**config.mk**
```make
export PLATFORM = sky130hd
export DESIGN_NAME = uart_rx
export DESIGN_NICKNAME = d
export VERILOG_FILES = /design/src/rtl/uart_pkg.sv /design/src/rtl/uart_rx_sync.sv /design/src/rtl/uart_rx.sv
export SDC_FILE = /design/constraint.sdc
export NUM_CORES = 1
export LEC_CHECK = 0
export CORE_MARGIN = 5
export CORE_UTILIZATION = 40
export DETAILED_ROUTE_END_ITERATION = 6
export MAX_ROUTING_LAYER = met4
export SLEW_MARGIN = 20
export SYNTH_ARGS = -nofsm -noshare
export SYNTH_HDL_FRONTEND = slang
export SYNTH_SLANG_ARGS = --single-unit
export TNS_END_PERCENT = 1
```
**constraint.sdc**
```tcl
create_clock -name clk -period 2.2 [get_ports clk]
set_input_delay 0.44 -clock clk [delete_from_list [all_inputs] [get_ports clk]]
set_output_delay 0.44 -clock clk [all_outputs]
set_load 0.005 [all_outputs]
```
**src/rtl/uart_pkg.sv**
```systemverilog
// rtl/uart_pkg.sv - shared types and constants for the 8N1 UART receiver
// Contents: rx_state_t (receiver FSM states), DATA_BITS, calc_clks_per_bit().
package uart_pkg;

  localparam int DATA_BITS = 8;

  typedef enum logic [2:0] {
    IDLE,
    START,
    DATA,
    STOP,
    CLEANUP
  } rx_state_t;

  // Clocks per serial bit; integer division truncates (2812 at 27 MHz / 9600).
  function automatic int calc_clks_per_bit(input int clk_freq_hz, input int baud_rate);
    return clk_freq_hz / baud_rate;
  endfunction

endpackage

```
**src/rtl/uart_rx_sync.sv**
```systemverilog
// rtl/uart_rx_sync.sv - two-flop synchronizer for an asynchronous input
// Ports:
//   clk   - destination clock
//   reset - asynchronous active-low reset; both flops load RESET_VAL
//   d     - asynchronous input
//   q     - synchronized output (2-cycle latency)
module uart_rx_sync #(
  parameter logic RESET_VAL = 1'b1
) (
  input  logic clk,
  input  logic reset,
  input  logic d,
  output logic q
);

  logic meta;

  always_ff @(posedge clk or negedge reset) begin
    if (!reset) begin
      meta <= RESET_VAL;
      q    <= RESET_VAL;
    end else begin
      meta <= d;
      q    <= meta;
    end
  end

endmodule

```
**src/rtl/uart_rx.sv**
```systemverilog
// rtl/uart_rx.sv - 8N1 UART receiver, oversampled by the system clock
// Ports:
//   clk         - system clock, rising edge
//   reset       - asynchronous active-low reset
//   rx          - serial line, idle high, asynchronous to clk
//   data_out    - last correctly framed byte, held until the next good frame
//   data_valid  - one-cycle pulse when data_out is updated
//   frame_error - one-cycle pulse when the stop bit samples low
module uart_rx
  import uart_pkg::*;
#(
  parameter int CLK_FREQ_HZ  = 27000000,
  parameter int BAUD_RATE    = 9600,
  parameter int CLKS_PER_BIT = calc_clks_per_bit(CLK_FREQ_HZ, BAUD_RATE),
  parameter int MSB_FIRST    = 1
) (
  input  logic                 clk,
  input  logic                 reset,
  input  logic                 rx,
  output logic [DATA_BITS-1:0] data_out,
  output logic                 data_valid,
  output logic                 frame_error
);

  localparam int CNT_W = (CLKS_PER_BIT > 1) ? $clog2(CLKS_PER_BIT) : 1;
  localparam logic [CNT_W-1:0] HALF_LAST = CNT_W'(CLKS_PER_BIT / 2 - 1);
  localparam logic [CNT_W-1:0] BIT_LAST  = CNT_W'(CLKS_PER_BIT - 1);
  localparam logic [2:0]       IDX_LAST  = 3'(DATA_BITS - 1);

  rx_state_t              state, state_nxt;
  logic                   rx_s;
  logic [CNT_W-1:0]       clk_cnt;
  logic [2:0]             bit_idx;
  logic [DATA_BITS-1:0]   shift_reg;
  // Cleared by a framing error; a start edge is accepted only once the
  // line has been seen high again, so a held break yields a single error.
  logic                   armed;

  logic half_done, bit_done;
  logic sample_bit, load_data, set_err;

  assign half_done = (clk_cnt == HALF_LAST);
  assign bit_done  = (clk_cnt == BIT_LAST);

  uart_rx_sync #(.RESET_VAL(1'b1)) u_sync (
    .clk   (clk),
    .reset (reset),
    .d     (rx),
    .q     (rx_s)
  );

  // State register
  always_ff @(posedge clk or negedge reset) begin
    if (!reset) state <= IDLE;
    else        state <= state_nxt;
  end

  // Next-state logic
  always_comb begin
    state_nxt = state;
    case (state)
      IDLE:    if (armed && !rx_s) state_nxt = START;
      START:   if (half_done) state_nxt = rx_s ? IDLE : DATA;
      DATA:    if (bit_done && bit_idx == IDX_LAST) state_nxt = STOP;
      STOP:    if (bit_done) state_nxt = CLEANUP;
      CLEANUP: state_nxt = IDLE;
      default: state_nxt = IDLE;
    endcase
  end

  // Output / datapath control decode
  always_comb begin
    sample_bit = 1'b0;
    load_data  = 1'b0;
    set_err    = 1'b0;
    case (state)
      DATA: sample_bit = bit_done;
      STOP: begin
        load_data = bit_done && rx_s;
        set_err   = bit_done && !rx_s;
      end
      default: ;
    endcase
  end

  // Datapath: counters, shift register, held output, pulses
  always_ff @(posedge clk or negedge reset) begin
    if (!reset) begin
      clk_cnt     <= '0;
      bit_idx     <= '0;
      shift_reg   <= '0;
      armed       <= 1'b1;
      data_out    <= '0;
      data_valid  <= 1'b0;
      frame_error <= 1'b0;
    end else begin
      data_valid  <= load_data;
      frame_error <= set_err;

      case (state)
        START:      clk_cnt <= half_done ? '0 : clk_cnt + 1'b1;
        DATA, STOP: clk_cnt <= bit_done  ? '0 : clk_cnt + 1'b1;
        default:    clk_cnt <= '0;
      endcase

      if (state == IDLE)   bit_idx <= '0;
      else if (sample_bit) bit_idx <= bit_idx + 3'd1;

      if (sample_bit) begin
        if (MSB_FIRST != 0) shift_reg <= {shift_reg[DATA_BITS-2:0], rx_s};
        else                shift_reg <= {rx_s, shift_reg[DATA_BITS-1:1]};
      end

      if (load_data) data_out <= shift_reg;

      if (set_err)                          armed <= 1'b0;
      else if (state == IDLE && rx_s)       armed <= 1'b1;
    end
  end

endmodule

```
### Word level (Yosys, flattened, before mapping)

Index checks and enable logic that the tools add are counted.

| word-level totals | value |
|---|---|
| word-level logic and storage cells | 49 |
| register bits after elaboration | 39 |
| output and inout port bits | 10 |

| cells by class | value |
|---|---|
| equality and inequality tests | 10 |
| add/subtract/negate cells | 2 |
| reduce and logical (&&, ||, !) cells | 11 |
| muxes and demuxes | 16 |

Operators by type and width:

| operator | number |
|---|---|
| 12-bit 2-to-1 mux | 2 |
| 12-bit one-hot mux with 2 select lines | 1 |
| 3-bit 2-to-1 mux | 6 |
| 12-bit by 1-bit adder with 12-bit output, second input constant | 1 |
| 12-bit by 11-bit equality test with 1-bit output, second input constant | 1 |
| 12-bit equality test, second input constant | 1 |
| 3-bit one-hot mux with 4 select lines | 1 |
| 2-bit inequality test, second input constant | 4 |
| 3-bit by 2-bit equality test with 1-bit output, second input constant | 2 |
| 1-bit logical AND | 5 |
| 1-bit 2-to-1 mux | 5 |
| 4-bit AND reduction | 1 |
| 2-bit nonzero test | 2 |
| 3-bit by 1-bit adder with 3-bit output, second input constant | 1 |
| 3-bit by 1-bit equality test with 1-bit output, second input constant | 1 |
| 3-bit equality test, second input constant | 1 |
| 3-bit logical NOT | 1 |
| 2-bit 2-to-1 mux | 1 |
| 2-bit OR reduction | 1 |
| 1-bit logical NOT | 1 |

### Depth between registers and ports, before layout

| depth | value |
|---|---|
| word-level depth | 4 |
| mapped depth | 7 |

### By module

From an unflattened synthesis, not the netlist that was laid out.

| second synthesis, totals | value |
|---|---|
| cells, all modules | 146 |
| area, all modules | 1,747.9 µm² |

Modules (own cells, without submodules):

| module | seq. area each (µm²) | cells an instance | area each (µm²) | times used |
|---|---|---|---|---|
| uart_rx | 927.1 | 144 | 1,695.4 | 1 |
| uart_rx_sync | 52.6 | 2 | 52.6 | 1 |

### Worst setup path before layout

Ideal clock, no wire load.

| timing | value |
|---|---|
| path type | register to register |
| start point | register clk_cnt[0] |
| end point | register shift_reg[4] |
| path slack | 490 ps |
| required time | 2,075 ps |
| library setup time | 125 ps |
| arrival | 1,585 ps |
| clock period less this slack | 1,710 ps |
| cell stages (with the launch flop) | 7 |
| cell sequence | dfrtp_1 -> ha_1 -> and4bb_1 -> nand4_2 -> nand2b_4 -> buf_6 -> mux2_4 |

| between the ends | value |
|---|---|
| longest elaborated chain between the ends | 2 |

RTL lines:

| element | RTL line | text |
|---|---|---|
| from (decl) | uart_rx.sv:32 | `logic [CNT_W-1:0] clk_cnt;` |
| from (signal assigned) | uart_rx.sv:101 | `START: clk_cnt <= half_done ? '0 : clk_cnt + 1'b1;` |
| from (signal assigned) | uart_rx.sv:102 | `DATA, STOP: clk_cnt <= bit_done ? '0 : clk_cnt + 1'b1;` |
| 12-bit equality test | uart_rx.sv:43 | `assign bit_done = (clk_cnt == BIT_LAST);` |
| 1-bit 2-to-1 mux | uart_rx.sv:76 | `case (state)` |
| to (signal assigned) | uart_rx.sv:110 | `if (MSB_FIRST != 0) shift_reg <= {shift_reg[DATA_BITS-2:0], rx_s};` |
| to (signal assigned) | uart_rx.sv:111 | `else shift_reg <= {rx_s, shift_reg[DATA_BITS-1:1]};` |
| to (decl) | uart_rx.sv:34 | `logic [DATA_BITS-1:0] shift_reg;` |

Every way passes these cells.
A chain may end at the register's enable or synchronous reset.

### Worst setup path in the final report

| timing | value |
|---|---|
| start point | register clk_cnt[0] |
| end point | register data_out[1] |

| between the ends | value |
|---|---|
| longest elaborated chain between the ends | 3 |

RTL lines:

| element | RTL line | text |
|---|---|---|
| 12-bit equality test | uart_rx.sv:43 |  |
| 1-bit logical AND | uart_rx.sv:79 | `load_data = bit_done && rx_s;` |
| 1-bit 2-to-1 mux | uart_rx.sv:76 |  |
| to (signal assigned) | uart_rx.sv:114 | `if (load_data) data_out <= shift_reg;` |
| to (decl) | uart_rx.sv:20 | `output logic [DATA_BITS-1:0] data_out,` |

Every way passes these cells.

==> flow_summary.html <==
<table>
<tr><th>Metric</th><th>Value</th></tr>
<tr><th colspan="2">Floorplan</th></tr>
<tr><td>IO Count</td><td>13</td></tr>
<tr><td>DIE WIDTH</td><td>76.5 um</td></tr>
<tr><td>Y dimension of the die</td><td>76.5 um</td></tr>
<tr><td>Die outline area</td><td>0.00585 mm^2</td></tr>
<tr><td>Placeable core region</td><td>0.00432 mm^2</td></tr>
<tr><td>Effective utilization at floorplan</td><td>40.9%</td></tr>
<tr><td>Number of cell rows</td><td>24</td></tr>
<tr><th colspan="2">Yosys</th></tr>
<tr><td>Compound-Gate Fraction of Synth Area</td><td>4.67%</td></tr>
<tr><td>Share of flip-flops with an asynchronous set or reset</td><td>100%</td></tr>
<tr><td>EDFF count, synth</td><td>0</td></tr>
<tr><td>XOR/XNOR Fraction of Synth Area</td><td>4.46%</td></tr>
<tr><td>Cell with the most instances after synthesis</td><td>sky130_fd_sc_hd__dfrtp_1</td></tr>
<tr><td>Cell count after synthesis</td><td>147</td></tr>
<tr><td>Yosys cell types</td><td>36</td></tr>
<tr><td>Combinational family with the most area after synthesis</td><td>simple AND/OR/NAND/NOR gates</td></tr>
<tr><td>Number of register bits inferred by synthesis</td><td>39</td></tr>
<tr><td>Syn_nets</td><td>154</td></tr>
<tr><td>Main flop type after synthesis</td><td>sky130_fd_sc_hd__dfrtp_1</td></tr>
<tr><td>Proportion of synthesized chip area in sequential cells</td><td>55.4%</td></tr>
<tr><td>Mux share of post-synthesis cell area</td><td>11.9%</td></tr>
<tr><td>Cell Area, Synth</td><td>0.00177 mm^2</td></tr>
<tr><td>Most frequent cells after synthesis</td><td>36 x sky130_fd_sc_hd__dfrtp_1, 18 x sky130_fd_sc_hd__nor2_1, 12 x sky130_fd_sc_hd__mux2_2</td></tr>
<tr><td>Area fraction in and, or, nand and nor cells after synthesis</td><td>18.5%</td></tr>
<tr><td>Share of synthesized cell area in full adder, half adder and majority cells</td><td>2.83%</td></tr>
<tr><td>Syn. warnings</td><td>0</td></tr>
<tr><td>Synth Area per Inst</td><td>12.0 um^2</td></tr>
<tr><td>Cells taking the most area after synthesis</td><td>sky130_fd_sc_hd__dfrtp_1 51%, sky130_fd_sc_hd__mux2_2 7.6%, sky130_fd_sc_hd__dfstp_2 4.5%, sky130_fd_sc_hd__mux2_4 4.2%, sky130_fd_sc_hd__nor2_1 3.8%</td></tr>
<tr><td>Portion of synthesized cell area occupied by the leading cell type</td><td>51.0%</td></tr>
<tr><td>Cell accounting for the most synthesized area</td><td>sky130_fd_sc_hd__dfrtp_1</td></tr>
<tr><th colspan="2">Layout</th></tr>
<tr><td>Area overhead of the layout relative to synthesis</td><td>14.7%</td></tr>
<tr><td>Post-route cell area</td><td>0.00203 mm^2</td></tr>
<tr><td>End-of-flow core utilization</td><td>46.9%</td></tr>
<tr><td>Multi-input gate area in the final layout</td><td>748 um^2</td></tr>
<tr><td>Max reg flops</td><td>12</td></tr>
<tr><td>Diode count</td><td>0</td></tr>
<tr><td>Filler cell count</td><td>425</td></tr>
<tr><td>Nets</td><td>171</td></tr>
<tr><td>Seq. cell area</td><td>980 um^2</td></tr>
<tr><td>Share of layout cells above drive strength 1</td><td>23.0%</td></tr>
<tr><th colspan="2">Drt</th></tr>
<tr><td>Final Routed Wirelength</td><td>3000 um</td></tr>
<tr><td>DRC</td><td>0</td></tr>
<tr><td>Vias</td><td>1,095</td></tr>
<tr><td>Number of nets still failing antenna checks after routing</td><td>0</td></tr>
<tr><td>Drt first-iter violations</td><td>67</td></tr>
<tr><td>Via density per instance</td><td>5.05</td></tr>
<tr><td>Wire length per cell after detailed routing</td><td>13.8 um</td></tr>
<tr><td>Number of detailed-routing iterations run before antenna repair</td><td>4</td></tr>
<tr><th colspan="2">Timing</th></tr>
<tr><td>Slew at the pin closest to its max-slew limit</td><td>0.849 ns</td></tr>
<tr><td>Sum of negative setup slack</td><td>0 ns</td></tr>
<tr><td>Maximum clock frequency</td><td>529 MHz</td></tr>
<tr><td>Worst hold slack</td><td>0.252 ns</td></tr>
<tr><td>Worst clock skew</td><td>0.00594 ns</td></tr>
<tr><td>Final min period</td><td>1.89 ns</td></tr>
<tr><td>Slew Limit Headroom</td><td>43.4%</td></tr>
<tr><td>Final critical-path share of the clock period</td><td>85.9%</td></tr>
<tr><td>Final worst-path setup slack</td><td>0.310 ns</td></tr>
<tr><td>Unrepaired setup endpoints after global routing</td><td>false</td></tr>
<tr><td>Final setup viols</td><td>0</td></tr>
<tr><td>Number of hold violations in the final report</td><td>0</td></tr>
<tr><td>Max Transition Viols Final</td><td>0</td></tr>
<tr><th colspan="2">Power and ir drop</th></tr>
<tr><td>Internal Pwr Total</td><td>1.15 mW</td></tr>
<tr><td>Clock network fraction of total power</td><td>28.7%</td></tr>
<tr><td>Static power due to leakage</td><td>0.946 nW</td></tr>
<tr><td>Peak supply drop</td><td>0.000404 V</td></tr>
<tr><td>Portion of total power attributed to combinational logic</td><td>20.6%</td></tr>
<tr><td>Power Density</td><td>833 mW/mm^2</td></tr>
<tr><td>Switching part of the total power</td><td>31.7%</td></tr>
<tr><td>Net switching component of the power</td><td>0.535 mW</td></tr>
<tr><td>Share of power burned in registers</td><td>50.7%</td></tr>
<tr><th colspan="2">Worst setup path</th></tr>
<tr><td>Endpoint type of the worst setup path</td><td>flip-flop</td></tr>
<tr><td>Data required time at the worst endpoint</td><td>2.38 ns</td></tr>
<tr><td>Max stage delay on crit path</td><td>0.41 ns</td></tr>
<tr><td>Biggest fanout along the worst timing path</td><td>8</td></tr>
<tr><td>Setup slack of the worst register-to-register path</td><td>0.31 ns</td></tr>
<tr><td>Arr. time, crit path</td><td>2.07 ns</td></tr>
<tr><td>RR Startpoint</td><td>clk_cnt[0]</td></tr>
<tr><td>Worst r2r path cells</td><td>5</td></tr>
<tr><td>Worst-path cell with the longest stage delay</td><td>sky130_fd_sc_hd__dfrtp_1</td></tr>
<tr><td>Setup crit start kind</td><td>flip-flop</td></tr>
<tr><td>Reg2Reg Capture Point</td><td>data_out[1]</td></tr>
<tr><td>Start-to-end type of the worst setup path</td><td>flip-flop to flip-flop</td></tr>
<tr><td>Critical path, cell by cell</td><td>ha_1 -&gt; and4bb_1 -&gt; nand4_2 -&gt; nor2_4 -&gt; mux2_2</td></tr>
<tr><th colspan="2">Clock tree</th></tr>
<tr><td>Number of clock sinks seen by CTS</td><td>39</td></tr>
<tr><td>Clock transition at the register clock pins on the worst setup and hold paths after CTS</td><td>0.08 ns</td></tr>
<tr><td>Maximum root-to-sink buffer count</td><td>2</td></tr>
<tr><td>H-tree depth</td><td>2</td></tr>
<tr><td>Clock tree from TritonCTS</td><td>done</td></tr>
<tr><td>Setup fix buffers added after clock tree synthesis</td><td>0</td></tr>
<tr><td>Clock latency on the worst-skew pair</td><td>0.29 ns</td></tr>
<tr><td>Clock tree root driver cell</td><td>sky130_fd_sc_hd__clkbuf_8</td></tr>
<tr><td>Count of hold-fix buffers inserted at cts</td><td>0</td></tr>
<tr><td>Gates resized, CTS repair</td><td>0</td></tr>
<tr><td>CTS Buf Count</td><td>5</td></tr>
<tr><th colspan="2">Global route</th></tr>
<tr><td>GRT Residual Overflow</td><td>0</td></tr>
<tr><td>Pin count of the biggest net entering global routing</td><td>40</td></tr>
<tr><td>M3 GR Usage</td><td>3.90%</td></tr>
<tr><td>Most congested layer reported by global routing</td><td>met2</td></tr>
<tr><td>Number of global-route vias before repair</td><td>1,116</td></tr>
<tr><td>Met1 track demand over resource</td><td>14.0%</td></tr>
<tr><td>Initial antenna violation count</td><td>0</td></tr>
<tr><td>Met2 track utilization from global routing</td><td>18.0%</td></tr>
<tr><td>All-Layer GR Usage</td><td>11.7%</td></tr>
<tr><td>First-pass GRT wire length</td><td>5310 um</td></tr>
<tr><th colspan="2">Placed design</th></tr>
<tr><td>Count of input and output buffers</td><td>12</td></tr>
<tr><td>Final weighted congestion in routability-driven placement</td><td>0.755</td></tr>
<tr><td>Post-detailed-placement cell area</td><td>0.00193 mm^2</td></tr>
<tr><td>Placement Setup Slack</td><td>0.319 ns</td></tr>
<tr><td>Detailed Place HPWL</td><td>2080 um</td></tr>
<tr><th colspan="2">Worst hold path</th></tr>
<tr><td>Path category of the worst min-delay check</td><td>input pin to async pin</td></tr>
<tr><th colspan="2">Run status</th></tr>
<tr><td>Status</td><td>completed</td></tr>
<tr><th colspan="2">Run</th></tr>
<tr><td>Total of max-cap violations</td><td>0</td></tr>
</table>
-- layer usage --
| metal | part of all wire [%] | routed length, um | vias to the layer above |
|---|---|---|---|
| li1 | - | - | 541 |
| met1 | 47 | 1400 | 532 |
| met2 | 48 | 1440 | 17 |
| met3 | 3.4 | 102 | 5 |
| met4 | 2.0 | 59 | 0 |
| met5 | 0 | 0 | - |
-- through the flow --
step | total power [mW] | instances
floorplan | 1.12 | 147
global placement | 1.20 | 209
detailed placement | 1.21 | 209
CTS | 1.71 | 217
global route | 1.81 | 217
finish | 1.69 | 217
-- cells in the final DEF, fill, tap and decap left out, types with 5 or more instances in the layout --
master,instances
sky130_fd_sc_hd__dfrtp_1,36
sky130_fd_sc_hd__nor2_1,18
sky130_fd_sc_hd__mux2_2,12
sky130_fd_sc_hd__a21oi_1,5
sky130_fd_sc_hd__clkdlybuf4s50_1,11
sky130_fd_sc_hd__xor2_1,6
sky130_fd_sc_hd__nand3_1,10
sky130_fd_sc_hd__clkbuf_8,5
sky130_fd_sc_hd__mux2_4,5
sky130_fd_sc_hd__inv_1,5
sky130_fd_sc_hd__o21ai_0,5
-- cell type report --
class	count	area share, %
Tap cell	52	3.21
Multi-Input combinational cell	100	36.9
Clock inverter	3	1.23
Timing Repair Buffer	13	6.05
Inverter	5	0.925
Clock buffer	5	3.39
Sequential cell	39	48.3
-- cell families after synthesis --
kind of cell / Yosys count
AOI/OAI and AO/OA: 15
DFF: 39
xor gates and xnor gates: 9
adders and majority gates: 4
and+or+nand+nor: 55
muxes: 17
buffers and inverters: 8
-- worst max-delay path by stage --
stage / start / endpoint / slack [ns] / cells after the start
global route: clk_cnt[0] / data_out[4] / 0.19 / 5
finish: clk_cnt[0] / data_out[1] / 0.31 / 5
floorplan: clk_cnt[0] / shift_reg[4] / 0.49 / 6
CTS: clk_cnt[0] / data_out[1] / 0.29 / 5
global placement: clk_cnt[0] / state[1] / 0.42 / 6
detailed placement: clk_cnt[0] / data_out[1] / 0.32 / 5
-- worst max-delay path: cells and delay by family, from the launching register on --
kind | cells | cell delay, ns
adder cells (fa/ha/maj) | 1 | 0.30
flip-flops | 1 | 0.41
multiplexers | 1 | 0.38
AND/OR/NAND/NOR | 3 | 0.69
-- power groups by stage --
stage          Sequential, mW  Clock, mW  Combinational (mW)
3_5_place_dp            0.868          0               0.346
5_1_grt                 0.868      0.546               0.391
3_3_place_gp            0.862          0               0.336
6_report                0.856      0.485               0.348
4_1_cts                 0.855      0.506               0.352
2_1_floorplan           0.834          0               0.287
Power figures use the tool's default switching activity.
